`src/rtl/muldiv_sequencer.sv`:
```
// Iterative HI/LO multiply/divide unit: one shift-add or restoring-divide step
// per cycle, a sign-fix cycle, and MTHI/MTLO writes from IDLE.
module muldiv_sequencer #(
    parameter int unsigned WIDTH = 32
) (
    input  logic             md_i_clk,
    input  logic             md_i_rst,
    input  logic             md_i_start,
    input  logic [2:0]       md_i_op,
    input  logic [WIDTH-1:0] md_i_a,
    input  logic [WIDTH-1:0] md_i_b,
    input  logic             md_i_read,
    input  logic             md_i_flush,
    output logic [WIDTH-1:0] md_o_hi,
    output logic [WIDTH-1:0] md_o_lo,
    output logic             md_o_busy,
    output logic             md_o_stall,
    output logic             md_o_done
);

    localparam int unsigned CW = (WIDTH > 1) ? $clog2(WIDTH) : 1;
    localparam int unsigned AW = 2 * WIDTH;

    localparam logic [2:0] OP_MULT  = 3'd1;
    localparam logic [2:0] OP_MULTU = 3'd2;
    localparam logic [2:0] OP_DIV   = 3'd3;
    localparam logic [2:0] OP_DIVU  = 3'd4;
    localparam logic [2:0] OP_MTHI  = 3'd5;
    localparam logic [2:0] OP_MTLO  = 3'd6;

    typedef enum logic [1:0] {
        S_IDLE = 2'd0,
        S_RUN  = 2'd1,
        S_FIX  = 2'd2
    } state_t;

    state_t           r_state;
    state_t           w_state_nxt;
    logic [CW-1:0]    r_cnt;
    logic [CW-1:0]    w_cnt_nxt;
    logic [AW-1:0]    r_acc;
    logic [AW-1:0]    w_acc_nxt;
    logic [WIDTH-1:0] r_mag_b;
    logic [WIDTH-1:0] w_mag_b_nxt;
    logic             r_is_div;
    logic             w_is_div_nxt;
    logic             r_neg_q;
    logic             w_neg_q_nxt;
    logic             r_neg_r;
    logic             w_neg_r_nxt;
    logic             r_div0;
    logic             w_div0_nxt;
    logic [WIDTH-1:0] r_hi;
    logic [WIDTH-1:0] w_hi_nxt;
    logic [WIDTH-1:0] r_lo;
    logic [WIDTH-1:0] w_lo_nxt;
    logic             r_done;
    logic             w_done_nxt;
    logic             r_busy;

    // Operand decode and magnitude capture for an accepted start
    logic             w_op_md;
    logic             w_op_signed;
    logic             w_op_div;
    logic             w_a_neg;
    logic             w_b_neg;
    logic [WIDTH-1:0] w_mag_a;
    logic [WIDTH-1:0] w_mag_b;

    assign w_op_md     = (md_i_op == OP_MULT) || (md_i_op == OP_MULTU) ||
                         (md_i_op == OP_DIV)  || (md_i_op == OP_DIVU);
    assign w_op_signed = (md_i_op == OP_MULT) || (md_i_op == OP_DIV);
    assign w_op_div    = (md_i_op == OP_DIV)  || (md_i_op == OP_DIVU);
    assign w_a_neg     = w_op_signed & md_i_a[WIDTH-1];
    assign w_b_neg     = w_op_signed & md_i_b[WIDTH-1];
    assign w_mag_a     = w_a_neg ? (WIDTH'(0) - md_i_a) : md_i_a;
    assign w_mag_b     = w_b_neg ? (WIDTH'(0) - md_i_b) : md_i_b;

    // Multiply step: acc = {partial product, remaining multiplier bits}
    logic [WIDTH:0]   w_mul_sum;
    logic [AW-1:0]    w_mul_acc;

    assign w_mul_sum = {1'b0, r_acc[AW-1:WIDTH]} +
                       {1'b0, (r_acc[0] ? r_mag_b : WIDTH'(0))};
    assign w_mul_acc = {w_mul_sum, r_acc[WIDTH-1:1]};

    // Restoring divide step: acc = {remainder, dividend bits / quotient bits}
    logic [WIDTH:0]   w_div_part;
    logic             w_div_ge;
    logic [WIDTH-1:0] w_div_diff;
    logic [AW-1:0]    w_div_acc;

    assign w_div_part = r_acc[AW-1:WIDTH-1];
    assign w_div_ge   = (w_div_part >= {1'b0, r_mag_b});
    assign w_div_diff = w_div_part[WIDTH-1:0] - r_mag_b;
    assign w_div_acc  = {(w_div_ge ? w_div_diff : w_div_part[WIDTH-1:0]),
                         r_acc[WIDTH-2:0], w_div_ge};

    // Sign correction applied in FIX
    logic [AW-1:0]    w_prod;
    logic [WIDTH-1:0] w_quo;
    logic [WIDTH-1:0] w_rem;

    assign w_prod = r_neg_q ? (AW'(0) - r_acc) : r_acc;
    assign w_quo  = r_div0  ? {WIDTH{1'b1}}
                  : (r_neg_q ? (WIDTH'(0) - r_acc[WIDTH-1:0]) : r_acc[WIDTH-1:0]);
    assign w_rem  = r_neg_r ? (WIDTH'(0) - r_acc[AW-1:WIDTH]) : r_acc[AW-1:WIDTH];

    always_comb begin
        w_state_nxt  = r_state;
        w_cnt_nxt    = r_cnt;
        w_acc_nxt    = r_acc;
        w_mag_b_nxt  = r_mag_b;
        w_is_div_nxt = r_is_div;
        w_neg_q_nxt  = r_neg_q;
        w_neg_r_nxt  = r_neg_r;
        w_div0_nxt   = r_div0;
        w_hi_nxt     = r_hi;
        w_lo_nxt     = r_lo;
        w_done_nxt   = 1'b0;

        case (r_state)
            S_IDLE: begin
                if (md_i_start && !md_i_flush) begin
                    if (w_op_md) begin
                        w_state_nxt  = S_RUN;
                        w_cnt_nxt    = CW'(WIDTH - 1);
                        w_acc_nxt    = {WIDTH'(0), w_mag_a};
                        w_mag_b_nxt  = w_mag_b;
                        w_is_div_nxt = w_op_div;
                        w_neg_q_nxt  = w_a_neg ^ w_b_neg;
                        w_neg_r_nxt  = w_a_neg;
                        w_div0_nxt   = (md_i_b == WIDTH'(0));
                    end else if (md_i_op == OP_MTHI) begin
                        w_hi_nxt = md_i_a;
                    end else if (md_i_op == OP_MTLO) begin
                        w_lo_nxt = md_i_a;
                    end
                end
            end
            S_RUN: begin
                if (md_i_flush) begin
                    w_state_nxt = S_IDLE;
                end else begin
                    w_acc_nxt = r_is_div ? w_div_acc : w_mul_acc;
                    if (r_cnt == CW'(0)) begin
                        w_state_nxt = S_FIX;
                    end else begin
                        w_cnt_nxt = r_cnt - CW'(1);
                    end
                end
            end
            S_FIX: begin
                w_state_nxt = S_IDLE;
                if (!md_i_flush) begin
                    w_done_nxt = 1'b1;
                    if (r_is_div) begin
                        w_hi_nxt = w_rem;
                        w_lo_nxt = w_quo;
                    end else begin
                        w_hi_nxt = w_prod[AW-1:WIDTH];
                        w_lo_nxt = w_prod[WIDTH-1:0];
                    end
                end
            end
            default: begin
                w_state_nxt = S_IDLE;
            end
        endcase
    end

    always_ff @(posedge md_i_clk) begin
        if (md_i_rst) begin
            r_state <= S_IDLE;
            r_cnt   <= CW'(0);
        end else begin
            r_state <= w_state_nxt;
            r_cnt   <= w_cnt_nxt;
        end
    end

    always_ff @(posedge md_i_clk) begin
        if (md_i_rst) begin
            r_acc    <= AW'(0);
            r_mag_b  <= WIDTH'(0);
            r_is_div <= 1'b0;
            r_neg_q  <= 1'b0;
            r_neg_r  <= 1'b0;
            r_div0   <= 1'b0;
            r_hi     <= WIDTH'(0);
            r_lo     <= WIDTH'(0);
            r_done   <= 1'b0;
            r_busy   <= 1'b0;
        end else begin
            r_acc    <= w_acc_nxt;
            r_mag_b  <= w_mag_b_nxt;
            r_is_div <= w_is_div_nxt;
            r_neg_q  <= w_neg_q_nxt;
            r_neg_r  <= w_neg_r_nxt;
            r_div0   <= w_div0_nxt;
            r_hi     <= w_hi_nxt;
            r_lo     <= w_lo_nxt;
            r_done   <= w_done_nxt;
            r_busy   <= (w_state_nxt != S_IDLE);
        end
    end

    assign md_o_hi    = r_hi;
    assign md_o_lo    = r_lo;
    assign md_o_busy  = r_busy;
    assign md_o_done  = r_done;
    assign md_o_stall = r_busy & (md_i_start | md_i_read);

endmodule

```
`config.mk`:
```
export PLATFORM = sky130hd
export DESIGN_NAME = muldiv_sequencer
export DESIGN_NICKNAME = d
export VERILOG_FILES = /design/src/rtl/muldiv_sequencer.sv
export SDC_FILE = /design/constraint.sdc
export NUM_CORES = 1
export LEC_CHECK = 0
export BUFFER_PORTS_ARGS = -buffer_cell sky130_fd_sc_hd__buf_2
export CAP_MARGIN = 25
export CORE_MARGIN = 10
export CORE_UTILIZATION = 35
export DETAILED_ROUTE_END_ITERATION = 10
export GPL_TIMING_DRIVEN = 1
export HOLD_SLACK_MARGIN = 0.15
export SLEW_MARGIN = 20
export SYNTH_ARGS = -nofsm -noshare
export SYNTH_HDL_FRONTEND = slang
export SYNTH_SLANG_ARGS = --single-unit
```
`constraint.sdc`:
```
create_clock -name md_i_clk -period 5 [get_ports md_i_clk]
set_clock_uncertainty 0.15 [all_clocks]
set_input_delay 0.25 -clock md_i_clk [delete_from_list [all_inputs] [get_ports md_i_clk]]
set_output_delay 0.25 -clock md_i_clk [all_outputs]
set_load 0.03 [all_outputs]
```
==> After elaboration in Yosys (flattened, before gate mapping) <==
Cells that the tools add are included.
{ "word_totals": {"regBits": 173, "out_inout_bits": 67} }
{ "classes": {"add_sub_neg": 8, "n_lt_le_gt_ge": 1, "n_eq_ne": 17, "mux": 37, "bitwise": 6, "reduce_logical": 19} }
{ "ops": {"columns": ["op", "count"], "rows": [
  ["$mux 32", 18],
  ["$mux 64", 5],
  ["$pmux 32 s2", 2],
  ["$pmux 64 s2", 1],
  ["$sub 1x32->32 const A", 4],
  ["$sub 1x64->64 const A", 1],
  ["$add 32x32->33", 1],
  ["$ge 33x32->1", 1],
  ["$logic_not 32->1", 1],
  ["$sub 32x32->32", 1],
  ["$mux 5", 4],
  ["$ne 2x2->1 const B", 9],
  ["$pmux 5 s2", 1],
  ["$reduce_and 5->1", 2],
  ["$eq 3x3->1 const B", 3],
  ["$mux 2", 4],
  ["$eq 3x2->1 const B", 2],
  ["$reduce_and 6->1", 1],
  ["$reduce_bool 2->1", 3],
  ["$logic_not 5->1", 1],
  ["$logic_or 1x1->1", 5],
  ["$sub 5x1->5 const B", 1],
  ["$pmux 2 s2", 1],
  ["$reduce_and 4->1", 1],
  ["13 further kinds", 15]
]} }

==> Depth between registers and ports, before layout <==
{ "logic_depth": {"ltp_word": 8, "depth_mapped": 14, "ltp_nobuf": 13} }

==> Worst setup path before layout <==
Ideal clock, no wire load.
{ "synth_path": {"path_type": "flip-flop to flip-flop", "from": "register r_acc[0]", "to": "register r_hi[24] (netlist: md_o_hi[24])", "setup_ns": 0.060, "t_arrival_ns": 3.811, "t_required_ns": 4.790, "setup_slack_ns": 0.979, "stages_incl_launch_ff": 13, "n_path_buf": 2, "cell_sequence": "dfxtp_1 -> inv_1 -> clkbuf_1 -> ha_1 -> or3b_2 -> or4_1 -> clkbuf_2 -> or3_4 -> or4_4 -> a2111oi_4 -> o21ai_1 -> o41ai_1 -> a22o_1"} }
{ "synth_via": {"elab_chain_cells": 5} }
{ "synth_lines": {"columns": ["element", "line", "rtl"], "rows": [
  ["start: declaration", "41", "logic [AW-1:0] r_acc;"],
  ["start signal: assignment", "195", "r_acc <= w_acc_nxt;"],
  ["$sub 1x64->64", "104", "assign w_prod = r_neg_q ? (AW'(0) - r_acc) : r_acc;"],
  ["$mux 64", "104", null],
  ["$mux 32", "157", "if (r_is_div) begin"],
  ["$mux 32", "155", "if (!md_i_flush) begin"],
  ["$pmux 32 s2", "122", "case (r_state)"],
  ["end signal: assignment", "201", "r_hi <= w_hi_nxt;"],
  ["end: declaration", "53", "logic [WIDTH-1:0] r_hi;"]
]} }
No other way between the ends. The select of a mux whose other input is x is not followed.
A chain may end at the register's enable or synchronous reset.

==> Worst setup path after layout <==
Same ends and word-level chain as after synthesis.

==> summary.md <==
| Metric | Value |
|---|---|
| Post-DP HPWL | 41.5 mm |
| Hold crit path type | in2reg |
| Avg Cell Area, Syn | 7.32 sq um |
| Core footprint | 39500 sq um |
| Storage element area | 3460 sq um |
| Maximum clock insertion buffer count | 2 |
| Top-count cell post-synth | nand2_1 |
| CP cell instances | inv_1 > ha_1 > or3b_2 > or4_1 > or3_4 > or4_4 > a2111oi_4 > o21ai_1 > o41ai_1 > a22o_1 |
| Final setup margin | 962 ps |
| Die footprint | 48300 sq um |
| Cell Int Power | 0.00246 W |
| CTS H-tree depth | 4 |
| Vias in the first global route | 14200 |
| DRT Pass-1 Iters | 5 |
| Post-Syn Instances | 1907 |
| Worst Path Max Fanout | 8 |
| Hold Vio Cnt, Final | 0 |
| Post-synth top cells | nand2_1, nor2_1, a21oi_1, dfxtp_1, o21ai_0 |
| Average wire per standard cell | 21.3 um |
| Multi-input gate area | 9770 sq um |
| Sw Pwr | 0.00135 W |
| Insertion delay to the later sink of the worst-skew pair | 460 ps |
| RSZ-0062 raised after global routing | false |
| Final antenna-violating net count | 0 |
| Finish-stage setup viols | 0 |
| Worst-path clk slew | 80 ps |
| GRT Residual Overflow | 0 |
| Vias | 15000 |
| Synth area leader | dfxtp_1 |
| Synth cell types | 73 |
| Gp weighted congestion | 0.961 |
| Crit-path slowest cell | or4_1 |
| Clock group share of total power | 35.0% |
| CTS tree | yes |
| Period utilization | 80.8% |
| Crit path buf inv count | 1 |
| Layout cells sized above 1 | 11.2% |
| Status | completed |
| Startpoint types | flop |
| GRT Total Usage | 22.2% |
| CTS root buf | clkbuf_16 |
| Synth async-reset ratio | 0% |
| Syn nets | 2051 |
| Gate power share | 26.2% |
| Cell Area, Synth | 14000 sq um |
| Minimum clock period | 4040 ps |
| Max Slew Vio Count | 0 |
| Post-synth top area share | 24.8% |
| TritonCTS Sinks | 173 |
| # Post-CTS Setup Buffers | 0 |
| Least-Margin Pin Slew | 1050 ps |
| Seq pwr share | 38.9% |
| Setup TNS | 0 ps |
| Yosys warns | 0 |
| Required time worst endpoint | 5250 ps |
| CP Class | reg2reg |
| Fill cells | 4073 |
| Die X | 220 um |
| Area after DPL | 15100 sq um |
| Pin count of the biggest net entering global routing | 76 |
| Avg Vias per Cell | 5.81 |
| Final instance area | 16400 sq um |
| Worst EP arrival | 4290 ps |
| Number of max-cap violations | 0 |
| Leakage | 6.42 nW |
| Count of state elements after synthesis | 173 |
| Starting Density | 35.3% |
| Cts bufs inserted | 17 |
| Relative slew slack | 29.8% |
| Synth top area cells | dfxtp_1, a21oi_1, ha_1 |
| DRT Wirelength | 54.9 mm |
| Top_reg_cell synth | dfxtp_1 |
| Rows | 73 |
| Seq/Total Area, Yosys | 24.8% |
| Slowest Stage Delay on Critical Path | 640 ps |
| Pwr/cell area | 233 nW/um^2 |
| DR DRC count | 0 |
| Post-synth EDFFs | 0 |
| Detailed Route Iter0 Violations | 1290 |
| VDD IR-drop max | 228 uV |
| Pre-CTS WS | 1010 ps |
| Switching share of power | 35.3% |
| CP top delay family | simple AND/OR/NAND/NOR gates |
| Die height | 220 um |
| # IOs | 139 |
| Final nets | 2182 |
| Area grow syn2layout | 17.3% |
| Crit end category | flop |
| Antenna violations before repair | 0 |
| Global-route wire length before repair | 83.9 mm |
| Fmax | 0.248 GHz |
| # port buffers | 138 |
## flip-flops by register name, summed over array words and instances, names as in the netlist
| signal | count |
|---|---|
| r_acc | 64 |
| md_o_hi | 32 |
| md_o_lo | 32 |
| r_mag_b | 32 |
| r_cnt | 5 |
| r_state | 2 |
| md_o_busy | 1 |
| md_o_done | 1 |
| r_div0 | 1 |
| r_is_div | 1 |
| r_neg_q | 1 |
| r_neg_r | 1 |
## routing by layer
layer | track usage [%] | routed length (um)
met1 | 28.6 | 24200
met2 | 34.8 | 23900
met3 | 4.33 | 4090
met4 | 10.7 | 2640
met5 | 0 | 0
## worst reg2reg max path: cells and delay by family (launching register included)
family          cells  cell delay (ps)
compound gates      4             1090
flops               1              390
buf+inv             1              120
simple gates        4             2070
fa+ha+maj           1              150
## power by group through the flow
stage,combinational [W],clock (W),sequential [W]
finish,0.000997,0.00133,0.00148
detailed placement,0.000934,0,0.00151
floorplan,0.000636,0,0.00151
global placement,0.000928,0,0.00151
CTS,0.000986,0.00136,0.00148
global route,0.00108,0.00140,0.00149
## layout make-up
cell class | count | area share [%]
antenna | 1 | 0.0153
clock buffer | 18 | 2.62
clock inverter | 14 | 0.794
inverter | 67 | 1.54
multi-input combinational | 1537 | 59.7
sequential | 173 | 21.2
tap | 525 | 4.01
timing repair buffer | 242 | 10.2
## per-stage QoR
step           total power, W  hold slack, ps  util (%)  cells
5_1_grt               0.00397             200      41.4   2576
3_5_place_dp          0.00245             295      38.1   2471
6_report              0.00381             170      41.4   2577
4_1_cts               0.00382             169      41.4   2575
3_3_place_gp          0.00244             291      38.1   2471
2_1_floorplan         0.00215             179         -   1907
## cells by family (layout without fill, tap and decap cells)
kind of cell	Yosys count	after routing	synth area share, %
buffers and inverters	197	341	5.40
XOR/XNOR	175	175	11.0
multiplexers	48	48	3.44
adder cells (fa/ha/maj)	72	72	6.56
AND/OR/NAND/NOR	628	628	20.8
other	0	1	0
flip-flops	173	173	24.8
AO/OA/AOI/OAI	614	614	28.0
## layout by cell type (no fill, tap or decap), types with 19 or more instances in the layout
cell type,n
nand3_1,34
or3_1,23
o221ai_1,28
ha_1,70
nor3_1,38
buf_2,137
nor2_1,196
mux2i_1,48
xor2_1,77
a211oi_1,44
xnor2_1,98
inv_1,67
o31ai_1,26
buf_4,31
a21o_1,19
nand2_1,210
o211ai_1,31
o21ai_0,141
dfxtp_1,172
dlygate4sd3_1,72
a21oi_1,191
## timing repair
item                                   in CTS  in global routing
hold buffers                               72                  0
endpoints found under the hold margin      80                  0
resized for setup                           0                  0
## final timing paths
path | startpoint | to | slack (ps) | cells after the start
max | r_acc[0]$_SDFFE_PP0P_ | md_o_hi[24]$_SDFFE_PP0P_ | 960 | 10
min | md_i_a[18] | md_o_lo[18]$_SDFFE_PP0P_ | 170 | 3
min reg2reg | r_mag_b[31]$_SDFFE_PP0P_ | r_mag_b[31]$_SDFFE_PP0P_ | 300 | 2
max reg2reg | r_acc[0]$_SDFFE_PP0P_ | md_o_hi[24]$_SDFFE_PP0P_ | 960 | 10
Note: power is estimated with default switching activity, not from simulation.
